## config.mk

```make
export PLATFORM = sky130hd
export DESIGN_NAME = vga_digit_overlay
export DESIGN_NICKNAME = d
export VERILOG_FILES = /design/src/rtl/vga_digit_overlay.sv
export SDC_FILE = /design/constraint.sdc
export NUM_CORES = 1
export LEC_CHECK = 0
export ABC_AREA = 1
export CAP_MARGIN = 20
export CORE_MARGIN = 2
export CORE_UTILIZATION = 55
export CTS_CLUSTER_SIZE = 40
export DETAILED_ROUTE_END_ITERATION = 12
export PLACE_DENSITY = 0.81
export RECOVER_POWER = 100
export SYNTH_ARGS = -nofsm -noshare
export SYNTH_HDL_FRONTEND = slang
export SYNTH_SLANG_ARGS = --single-unit
```

## constraint.sdc

```tcl
create_clock -name clk_100MHz -period 3.04 [get_ports clk_100MHz]
set_clock_uncertainty 0.05 [all_clocks]
set_input_delay 0.608 -clock clk_100MHz [delete_from_list [all_inputs] [get_ports clk_100MHz]]
set_output_delay 0.608 -clock clk_100MHz [all_outputs]
set_load 0.02 [all_outputs]
```

## src/rtl/vga_digit_overlay.sv

```systemverilog
// VGA scan generator with an N-digit BCD glyph overlay and blink.
// Stage 0 holds the scan counters, stage 1 registers the font ROM address,
// and stage 2 lines up with the ROM data so every pin output is 2 clocks late.
module vga_digit_overlay #(
  parameter int unsigned NUM_DIGITS = 4,
  parameter int unsigned CLK_DIV    = 2,
  parameter int unsigned H_DISPLAY  = 640,
  parameter int unsigned H_FRONT    = 16,
  parameter int unsigned H_SYNC     = 96,
  parameter int unsigned H_BACK     = 48,
  parameter int unsigned V_DISPLAY  = 480,
  parameter int unsigned V_FRONT    = 10,
  parameter int unsigned V_SYNC     = 2,
  parameter int unsigned V_BACK     = 33,
  parameter int unsigned SCALE_LOG2 = 2,
  parameter int unsigned ORIGIN_X   = 256,
  parameter int unsigned ORIGIN_Y   = 208,
  parameter int unsigned BLINK_DIV  = 50000000,
  parameter logic [2:0]  FG_RGB     = 3'b010,
  parameter logic [2:0]  BG_RGB     = 3'b000
) (
  input  logic                    clk_100MHz,
  input  logic                    reset_n,
  input  logic [4*NUM_DIGITS-1:0] digits_bcd,
  input  logic                    finish,
  output logic [10:0]             font_addr,
  input  logic [7:0]              font_word,
  output logic                    hsync,
  output logic                    vsync,
  output logic                    video_on,
  output logic [2:0]              rgb,
  output logic [NUM_DIGITS-1:0]   text_on,
  output logic [9:0]              pixel_x,
  output logic [9:0]              pixel_y,
  output logic                    frame_start
);

  localparam int unsigned H_TOTAL     = H_DISPLAY + H_FRONT + H_SYNC + H_BACK;
  localparam int unsigned V_TOTAL     = V_DISPLAY + V_FRONT + V_SYNC + V_BACK;
  localparam int unsigned HS_START    = H_DISPLAY + H_FRONT;
  localparam int unsigned HS_END      = HS_START + H_SYNC;
  localparam int unsigned VS_START    = V_DISPLAY + V_FRONT;
  localparam int unsigned VS_END      = VS_START + V_SYNC;
  localparam int unsigned CELL_W      = 8 << SCALE_LOG2;
  localparam int unsigned CELL_H      = 16 << SCALE_LOG2;
  localparam int unsigned FIELD_X_END = ORIGIN_X + NUM_DIGITS * CELL_W;
  localparam int unsigned FIELD_Y_END = ORIGIN_Y + CELL_H;
  localparam int unsigned DIV_W       = (CLK_DIV > 1) ? $clog2(CLK_DIV) : 1;
  localparam int unsigned BLINK_W     = (BLINK_DIV > 1) ? $clog2(BLINK_DIV) : 1;

  logic [DIV_W-1:0]        div_cnt;
  logic                    tick;
  logic [9:0]              x;
  logic [9:0]              y;
  logic [4*NUM_DIGITS-1:0] shadow;
  logic [BLINK_W-1:0]      blink_cnt;
  logic                    blink_on;

  logic [31:0]             xw, yw, rel_x, rel_y, slot_c;
  logic                    in_field_c, hs_c, vs_c, vid_c;
  logic [2:0]              col_c;
  logic [3:0]              row_c, bcd_c;
  logic [6:0]              char_c;
  logic [NUM_DIGITS-1:0]   text_c;

  logic                    in_field_1, hs_1, vs_1, vid_1;
  logic [2:0]              col_1;
  logic [NUM_DIGITS-1:0]   text_1;
  logic                    in_field_2;
  logic [2:0]              col_2;
  logic                    pix;

  // A single divider slot yields a tick on every clock.
  assign tick        = (div_cnt == DIV_W'(CLK_DIV - 1));
  assign pixel_x     = x;
  assign pixel_y     = y;
  assign frame_start = tick & (x == '0) & (y == '0);

  // Pixel-tick divider.
  always_ff @(posedge clk_100MHz or negedge reset_n) begin
    if (!reset_n)  div_cnt <= '0;
    else if (tick) div_cnt <= '0;
    else           div_cnt <= div_cnt + 1'b1;
  end

  // Horizontal and vertical scan counters, advanced once per pixel tick.
  always_ff @(posedge clk_100MHz or negedge reset_n) begin
    if (!reset_n) begin
      x <= '0;
      y <= '0;
    end else if (tick) begin
      if (x == 10'(H_TOTAL - 1)) begin
        x <= '0;
        if (y == 10'(V_TOTAL - 1)) y <= '0;
        else                       y <= y + 1'b1;
      end else begin
        x <= x + 1'b1;
      end
    end
  end

  // Digits are captured only at frame start so a frame never mixes two values.
  always_ff @(posedge clk_100MHz or negedge reset_n) begin
    if (!reset_n)         shadow <= '0;
    else if (frame_start) shadow <= digits_bcd;
  end

  // Blink phase: held on while finish is low, toggles every BLINK_DIV clocks otherwise.
  always_ff @(posedge clk_100MHz or negedge reset_n) begin
    if (!reset_n) begin
      blink_cnt <= '0;
      blink_on  <= 1'b1;
    end else if (!finish) begin
      blink_cnt <= '0;
      blink_on  <= 1'b1;
    end else if (blink_cnt == BLINK_W'(BLINK_DIV - 1)) begin
      blink_cnt <= '0;
      blink_on  <= ~blink_on;
    end else begin
      blink_cnt <= blink_cnt + 1'b1;
    end
  end

  // Map the current scan position onto a digit cell, glyph row/column and sync levels.
  always_comb begin
    xw         = {22'd0, x};
    yw         = {22'd0, y};
    rel_x      = xw - ORIGIN_X;
    rel_y      = yw - ORIGIN_Y;
    in_field_c = (xw >= ORIGIN_X) && (xw < FIELD_X_END) &&
                 (yw >= ORIGIN_Y) && (yw < FIELD_Y_END);
    slot_c     = rel_x >> (3 + SCALE_LOG2);
    col_c      = 3'(rel_x >> SCALE_LOG2);
    row_c      = 4'(rel_y >> SCALE_LOG2);
    text_c     = '0;
    bcd_c      = '0;
    // Slot 0 is the leftmost cell and shows the most significant digit.
    for (int unsigned k = 0; k < NUM_DIGITS; k++) begin
      if (in_field_c && (slot_c == NUM_DIGITS - 1 - k)) begin
        text_c[k] = 1'b1;
        bcd_c     = shadow[4*k +: 4];
      end
    end
    char_c = (bcd_c <= 4'd9) ? {3'b011, bcd_c} : 7'h20;
    hs_c   = !((xw >= HS_START) && (xw < HS_END));
    vs_c   = !((yw >= VS_START) && (yw < VS_END));
    vid_c  = (xw < H_DISPLAY) && (yw < V_DISPLAY);
  end

  // Stage 1: font ROM address plus the pixel attributes that travel with it.
  always_ff @(posedge clk_100MHz or negedge reset_n) begin
    if (!reset_n) begin
      font_addr  <= '0;
      in_field_1 <= 1'b0;
      col_1      <= '0;
      hs_1       <= 1'b1;
      vs_1       <= 1'b1;
      vid_1      <= 1'b0;
      text_1     <= '0;
    end else begin
      font_addr  <= in_field_c ? {char_c, row_c} : '0;
      in_field_1 <= in_field_c;
      col_1      <= col_c;
      hs_1       <= hs_c;
      vs_1       <= vs_c;
      vid_1      <= vid_c;
      text_1     <= text_c;
    end
  end

  // Stage 2: aligns the attributes with the ROM word arriving one clock later.
  always_ff @(posedge clk_100MHz or negedge reset_n) begin
    if (!reset_n) begin
      in_field_2 <= 1'b0;
      col_2      <= '0;
      hsync      <= 1'b1;
      vsync      <= 1'b1;
      video_on   <= 1'b0;
      text_on    <= '0;
    end else begin
      in_field_2 <= in_field_1;
      col_2      <= col_1;
      hsync      <= hs_1;
      vsync      <= vs_1;
      video_on   <= vid_1;
      text_on    <= text_1;
    end
  end

  // Colour select; the ROM word is used straight off the ROM output register.
  always_comb begin
    pix = font_word[3'd7 - col_2] & in_field_2 & blink_on;
    rgb = '0;
    if (video_on) rgb = pix ? FG_RGB : BG_RGB;
  end

endmodule

```

==> impl_metrics.yaml, run 1 <==
place:
  hpwl_mm: 7.374
  port-buffer-count: 65
  gp_congestion: 0.9359
floorplanning:
  pin_count: 69
  fp.dieW_um: 95.24
  start_util_pct: 56.28
  core_area_sq_um: 8134
  design.die.area_sq_um: 9070
  row_count: 33
  die_y_um: 95.24
sta:
  setup_viol: 0
  fin_crit_sh_pct: 93.79
  worst_pin_slew_ns: 2.312
  slew_viol_final: 43
  timing.final.hold_violations: 0
  relSlewSlack_pct: -54.13
  timing.fmax_mhz: 350.7
  rsz0062_at_grt: "false"
  period_minus_slack_ns: 2.851
clock_network:
  clock_path_buffers: 2
  cts_setup_buffers: 0
  cts_tree: "done"
  clk_latency_ns: 0.36
  cts_max_level: 3
  cts_sinks: 95
  cts.root.buffer_cell: "clkbuf_8"
  cts_made_buffers: 9
  clkTransAtPathRegs_ns: 0.10
synthesis:
  muxShareOfSynthArea_pct: 0
  avgSynthCellArea_sq_um: 8.720
  synthArstFlopShare_pct: 100.0
  ys_ff_latch: 95
  synthFlopType: "dfrtp_1"
  synth-xor-area-share_pct: 2.104
  synth-adder-area-share_pct: 3.826
  synth_area_sq_um: 4578
  yosysWarnings: 0
  yosysSeqAreaShare_pct: 52.06
  ys_types: 45
  synth_compound_area_share_pct: 8.390
  synthSimpleGateAreaFrac_pct: 25.77
  synth_top_family_by_area: "simple AND/OR/NAND/NOR gates"
  synth_edf_count: 0
  synth_cells: 525
global_routing:
  grt_pass1_wl_mm: 16.70
  antenna_found_initial: 0
  grt.total_usage_pct: 23.79
  grt_max_degree: 54
  grt_overflow: 0
  grt_pass1_vias: 3733
worst_setup_path:
  start_kind: "input port"
  cp_max_fo: 1
  worstPathArrival_ns: 2.19
  crit_required_ns: 2.38
  r2r_end: "font_addr[8]"
  r2r-start: "pixel_x[8]"
  critPathLaunch: "font_word[3]"
  critPathKind: "in2out"
  r2r.worst_path.cells: 14
  endpoint_kind: "output pin"
  endpoint: "rgb[1]"
  regToRegSetupSlack_ns: 0.26
route:
  drt_wl_total_mm: 9.988
  drt-initial-drc-count: 195
  wl_per_cell_um: 14.11
  vias: 3727
  firstDrtPassIters: 4
  drcViolationCount: 0
  via_per_inst: 5.264
  final_antenna_net_count: 0
power_and_ir_drop:
  finalPower_mw: 2.223
  p_leak_nw: 2.637
  combPwrFrac_pct: 4.0
  pwr-share-seq_pct: 57.9
  clkPwrFrac_pct: 38.1
  vdd_drop_max_v: 0.0002048
  p_int_mw: 1.707
  swShare_pct: 23.20
  pwr_density_cell_nw_per_um2: 406.1
  switchingPower_mw: 0.5157
hold_path:
  hp-class: "reg2reg"
flow_run:
  maxCapViolCount: 1
final_layout:
  area_delta_synth_final_pct: 19.57
  final_util_pct: 67.30
  drive_gt1_share_pct: 7.131
  num_antenna_cells: 0
  finalNetCount: 639
outcome:
  outcome: "complete, but fails checks"
  violations: "capacitance limit, slew limit"
-- cell usage after synthesis (2+ instances only) --
cell | count | area [sq um]
a2111oi_0 | 2 | 17.52
a211oi_1 | 4 | 30.03
a21oi_1 | 16 | 80.08
a21oi_2 | 2 | 17.52
a31oi_1 | 3 | 18.77
buf_2 | 2 | 10.01
buf_4 | 5 | 37.54
dfrtp_1 | 90 | 2252
dfstp_2 | 5 | 131.4
ha_1 | 14 | 175.2
inv_1 | 70 | 262.8
inv_2 | 7 | 26.28
nand2_1 | 101 | 379.1
nand2_2 | 3 | 18.77
nand2_4 | 2 | 22.52
nand3_1 | 28 | 140.1
nand3_2 | 2 | 20.02
nand3b_1 | 2 | 15.01
nand4_1 | 17 | 106.4
nor2_1 | 63 | 236.5
nor2_2 | 11 | 68.82
nor3_1 | 16 | 80.08
nor4_2 | 2 | 25.02
o21a_1 | 3 | 22.52
o21ai_0 | 25 | 125.1
o32ai_1 | 2 | 17.52
xnor2_1 | 3 | 26.28
xor2_1 | 8 | 70.07
-- layout by cell type, fill, tap and decap left out, types with 3 or more instances in the layout --
cell,netlist,routed
o21a_1,3,3
nand3_1,28,30
xnor2_1,3,3
inv_2,7,5
clkdlybuf4s50_1,0,24
nor2_1,63,72
nand2_1,101,103
a31oi_1,3,3
dlygate4sd3_1,0,38
dfstp_2,5,5
xor2_1,8,8
o21ai_0,25,25
a21oi_1,16,17
inv_1,70,72
clkbuf_8,0,9
nand4_1,17,17
conb_1,1,3
nor2_2,11,3
dfrtp_1,90,90
a211oi_1,4,4
nor3_1,16,16
ha_1,14,14
clkinvlp_4,0,3
-- worst max-delay path, cell delays in order --
cell and delay (ns):
dlygate4sd3_1 0.53, nor2_1 0.05, o32ai_1 0.27, inv_1 0.07, a211oi_1 0.26, dlygate4sd2_1 0.39
-- final cells by class --
class	instances	area, sq um
fill	651	2660
sequential	95	2384
multi-input combinational	344	1779
timing repair buffer	68	673.1
inverter	80	302.8
tap	105	131.4
clock buffer	9	123.9
clock inverter	7	80.08
-- worst min-delay path by stage --
stage          startpoint           end  slack [ns]  cells after the start
2_1_floorplan     reset_n  blink_cnt[0]        0.26                      0
3_3_place_gp    text_1[1]    text_on[1]        0.28                      0
3_5_place_dp    text_1[3]    text_on[3]        0.29                      0
4_1_cts           reset_n  font_addr[3]        0.19                      1
5_1_grt         text_1[0]    text_on[0]        0.31                      0
6_report        text_1[3]    text_on[3]        0.31                      0
-- per-layer routing --
layer | part of all wire, % | vias up | wire, um | track usage (%)
met2 | 49 | 95 | 4931 | 39.67
met5 | 0 | - | 0 | 0
met3 | 4.1 | 26 | 409 | 4.348
li1 | - | 1838 | - | -
met4 | 2.2 | 0 | 224 | 9.420
met1 | 44 | 1768 | 4421 | 30.82
-- metrics by stage --
step | std cells | worst slack (ns) | hold WS [ns] | instance area, sq um | TNS (ns)
2_1_floorplan | 527 | 0.8041 | 0.2624 | 4586 | 0
3_3_place_gp | 692 | -0.04306 | 0.2842 | 5349 | -0.04306
3_5_place_dp | 692 | -0.06669 | 0.2862 | 5349 | -0.06669
4_1_cts | 708 | 0.1396 | 0.1936 | 5550 | 0
5_1_grt | 708 | 0.03639 | 0.3129 | 5474 | 0
6_report | 708 | 0.1887 | 0.3074 | 5474 | 0
-- state kept, by name (all words and copies together), names as in the netlist --
signal and count:
blink_cnt 26, blink_on 1, col_1 3, col_2 3
div_cnt 1, font_addr 10, hs_1 1, hsync 1
in_field_2 1, pixel_x 10, pixel_y 10, shadow 16
text_1 4, text_on 4, vid_1 1, video_on 1
vs_1 1, vsync 1
-- cell families after synthesis --
family / Yosys count
xor+xnor: 11
fa+ha+maj: 14
other cells: 1
compound gates: 63
simple gates: 253
buf+inv: 88
flops: 95
-- power by group through the flow --
stage / combinational (mW) / clock, mW / sequential (mW)
3_5_place_dp: 0.0927 / 0 / 1.31
2_1_floorplan: 0.0287 / 0 / 1.31
4_1_cts: 0.0931 / 0.863 / 1.29
3_3_place_gp: 0.0898 / 0 / 1.31
6_report: 0.0895 / 0.847 / 1.29
5_1_grt: 0.102 / 0.923 / 1.29
-- timing repair --
action                                  in CTS  in global routing
hold buffers                                 0                  0
resized for setup                            2                  1
endpoints found under the setup margin       2                  1
Power figures use the tool's default switching activity.
==> run 2, diff against run 1 <==
--- a/config.mk
+++ b/config.mk
@@ -7,11 +7,11 @@
 export LEC_CHECK = 0
 export ABC_AREA = 1
 export CAP_MARGIN = 20
-export CORE_MARGIN = 2
-export CORE_UTILIZATION = 55
+export CORE_MARGIN = 3
+export CORE_UTILIZATION = 54
 export CTS_CLUSTER_SIZE = 40
 export DETAILED_ROUTE_END_ITERATION = 12
-export PLACE_DENSITY = 0.81
+export PLACE_DENSITY = 0.8
 export RECOVER_POWER = 100
 export SYNTH_ARGS = -nofsm -noshare
 export SYNTH_HDL_FRONTEND = slang
==> constraint.sdc (replaced) <==
create_clock -name clk_100MHz -period 2.8 [get_ports clk_100MHz]
set_clock_uncertainty 0.05 [all_clocks]
set_input_delay 0.56 -clock clk_100MHz [delete_from_list [all_inputs] [get_ports clk_100MHz]]
set_output_delay 0.56 -clock clk_100MHz [all_outputs]
set_load 0.02 [all_outputs]
==> run 2 against run 1 <==
Net effect:
- setup slack worse by 0.023 ns
- critical endpoint unchanged
- wire length up 0.78%
- worst hold slack worse by 0.0024 ns
- core utilization up 1.9 points
- count of clock-buffer cells in the layout up 1
- sequential share of layout area down 0.33 points
- sequential power up 9%
- the run now ends clean
- largest cell class unchanged
- combinational power up 6.8%
- final cell count unchanged
==> impl_metrics.yaml, run 2 (synthesized netlist as in run 1, its figures left out) <==
outcome:
  outcome: "finished, final reports clean"
clock_network:
  cts_sinks: 95
  cts_setup_buffers: 0
  cts_max_level: 3
  clk_latency_ns: 0.36
  clkTransAtPathRegs_ns: 0.09
  hold_buffers: 0
  clock_path_buffers: 2
  cts_tree: "done"
  cts_made_buffers: 9
  cts.root.buffer_cell: "clkbuf_8"
place:
  dp_cells: 692
  dpl-instance-area_sq_um: 5355
  gp_congestion: 0.9080
  port-buffer-count: 65
  hpwl_mm: 7.579
  place_ws_ns: -0.1457
worst_setup_path:
  r2r.worst_path.cells: 14
  r2r-start: "pixel_x[8]"
  start_kind: "input port"
  worstPathArrival_ns: 2.02
  cp_max_fo: 1
  critPathLaunch: "font_word[3]"
  crit_required_ns: 2.19
  critPathKind: "in2out"
  endpoint_kind: "output pin"
sta:
  relSlewSlack_pct: 21.24
  setup_viol: 0
  setup_ws_ns: 0.1659
  slew_viol_final: 0
  timing.final.hold_violations: 0
  timing.fmax_mhz: 379.6
  period_minus_slack_ns: 2.634
  fin_crit_sh_pct: 94.08
  worst_pin_slew_ns: 1.181
  rsz0062_at_grt: "false"
route:
  drt-initial-drc-count: 224
  drt_wl_total_mm: 10.07
  final_antenna_net_count: 0
  vias: 3738
  via_per_inst: 5.280
  wl_per_cell_um: 14.22
  firstDrtPassIters: 4
  drcViolationCount: 0
power_and_ir_drop:
  pwr_density_cell_nw_per_um2: 454.7
  vdd_drop_max_v: 0.0002472
  finalPower_mw: 2.508
  p_leak_nw: 2.663
final_layout:
  fill_cells: 608
  num_antenna_cells: 0
  final_cells: 708
  seqCellArea_sq_um: 2384
  final_util_pct: 69.22
  finalNetCount: 642
  largest_reg_flops: 26
  top_register: "blink_cnt"
  drive_gt1_share_pct: 7.096
  top_regs: "blink_cnt x26, shadow x16"
  multi_input_area_sq_um: 1798
  fin_area_sq_um: 5515
  final_cell_mix: "nand2_1, dfrtp_1, inv_1, nor2_1, dlygate4sd3_1"
  area_delta_synth_final_pct: 20.47
  final_common_cell: "nand2_1"
global_routing:
  grt_max_degree: 49
  grt_overflow: 0
  grt_pass1_vias: 3720
  grt_pass1_wl_mm: 17.49
  antenna_found_initial: 0
  grt.total_usage_pct: 22.26
floorplanning:
  start_util_pct: 57.46
  die_y_um: 98.08
  fp.dieW_um: 98.08
  row_count: 32
  core_area_sq_um: 7968
  pin_count: 69
  design.die.area_sq_um: 9619
hold_path:
  hp-class: "reg2reg"
  hp-start: "text_1[1]"
  min_delay_path_depth: 0
flow_run:
  maxCapViolCount: 0
-- run 2: power breakdown --
group / total (mW) / internal (mW) / switching [mW]
sequential: 1.40 / 1.39 / 0.00979
combinational: 0.0956 / 0.0422 / 0.0534
clock: 1.02 / 0.533 / 0.484
total: 2.51 / 1.96 / 0.547
-- run 2: path summary, 6_finish.rpt --
path                       slack (ns)            end
hold reg to reg                  0.30     text_on[1]
min in group asynchronous        0.37  blink_cnt[12]
setup reg to reg                 0.28   font_addr[8]
max in group asynchronous        0.90          vid_1
setup / recovery                 0.17         rgb[1]
hold / removal                   0.30     text_on[1]
-- run 2: through the flow --
stage | TNS [ns] | hold WS [ns]
2_1_floorplan | 0 | 0.2144
3_3_place_gp | -0.1670 | 0.2841
3_5_place_dp | -0.1457 | 0.2847
4_1_cts | 0 | 0.1819
5_1_grt | 0 | 0.3201
6_report | 0 | 0.3050
-- run 2: repair_timing --
item,CTS,global route
gates resized for setup,2,3
setup endpoints to repair,2,1
cloned,0,0
endpoints found under the hold margin,0,0
pin swaps,0,0
-- run 2: critical path: stages --
cell and delay [ns]:
clkdlybuf4s50_1 0.45, nor2_1 0.04, o32ai_1 0.26, inv_1 0.07
a211oi_1 0.26, dlygate4sd2_1 0.39
-- run 2: area by class of cell --
type	count	share of cell area (%)
multi-input cells	344	32.60
clock buffers	10	2.495
inverters	80	5.513
repair buffers	71	12.23
well taps	102	2.314
flip-flops and latches	95	43.22
clock inverters	6	1.633
-- run 2: routing by layer --
layer | vias to the layer above | routed length, um | GRT usage (%)
met5 | - | 0 | 0
met4 | 0 | 117 | 6.496
met3 | 12 | 438 | 4.786
met2 | 87 | 5102 | 36.65
met1 | 1800 | 4407 | 29.82
li1 | 1839 | - | -
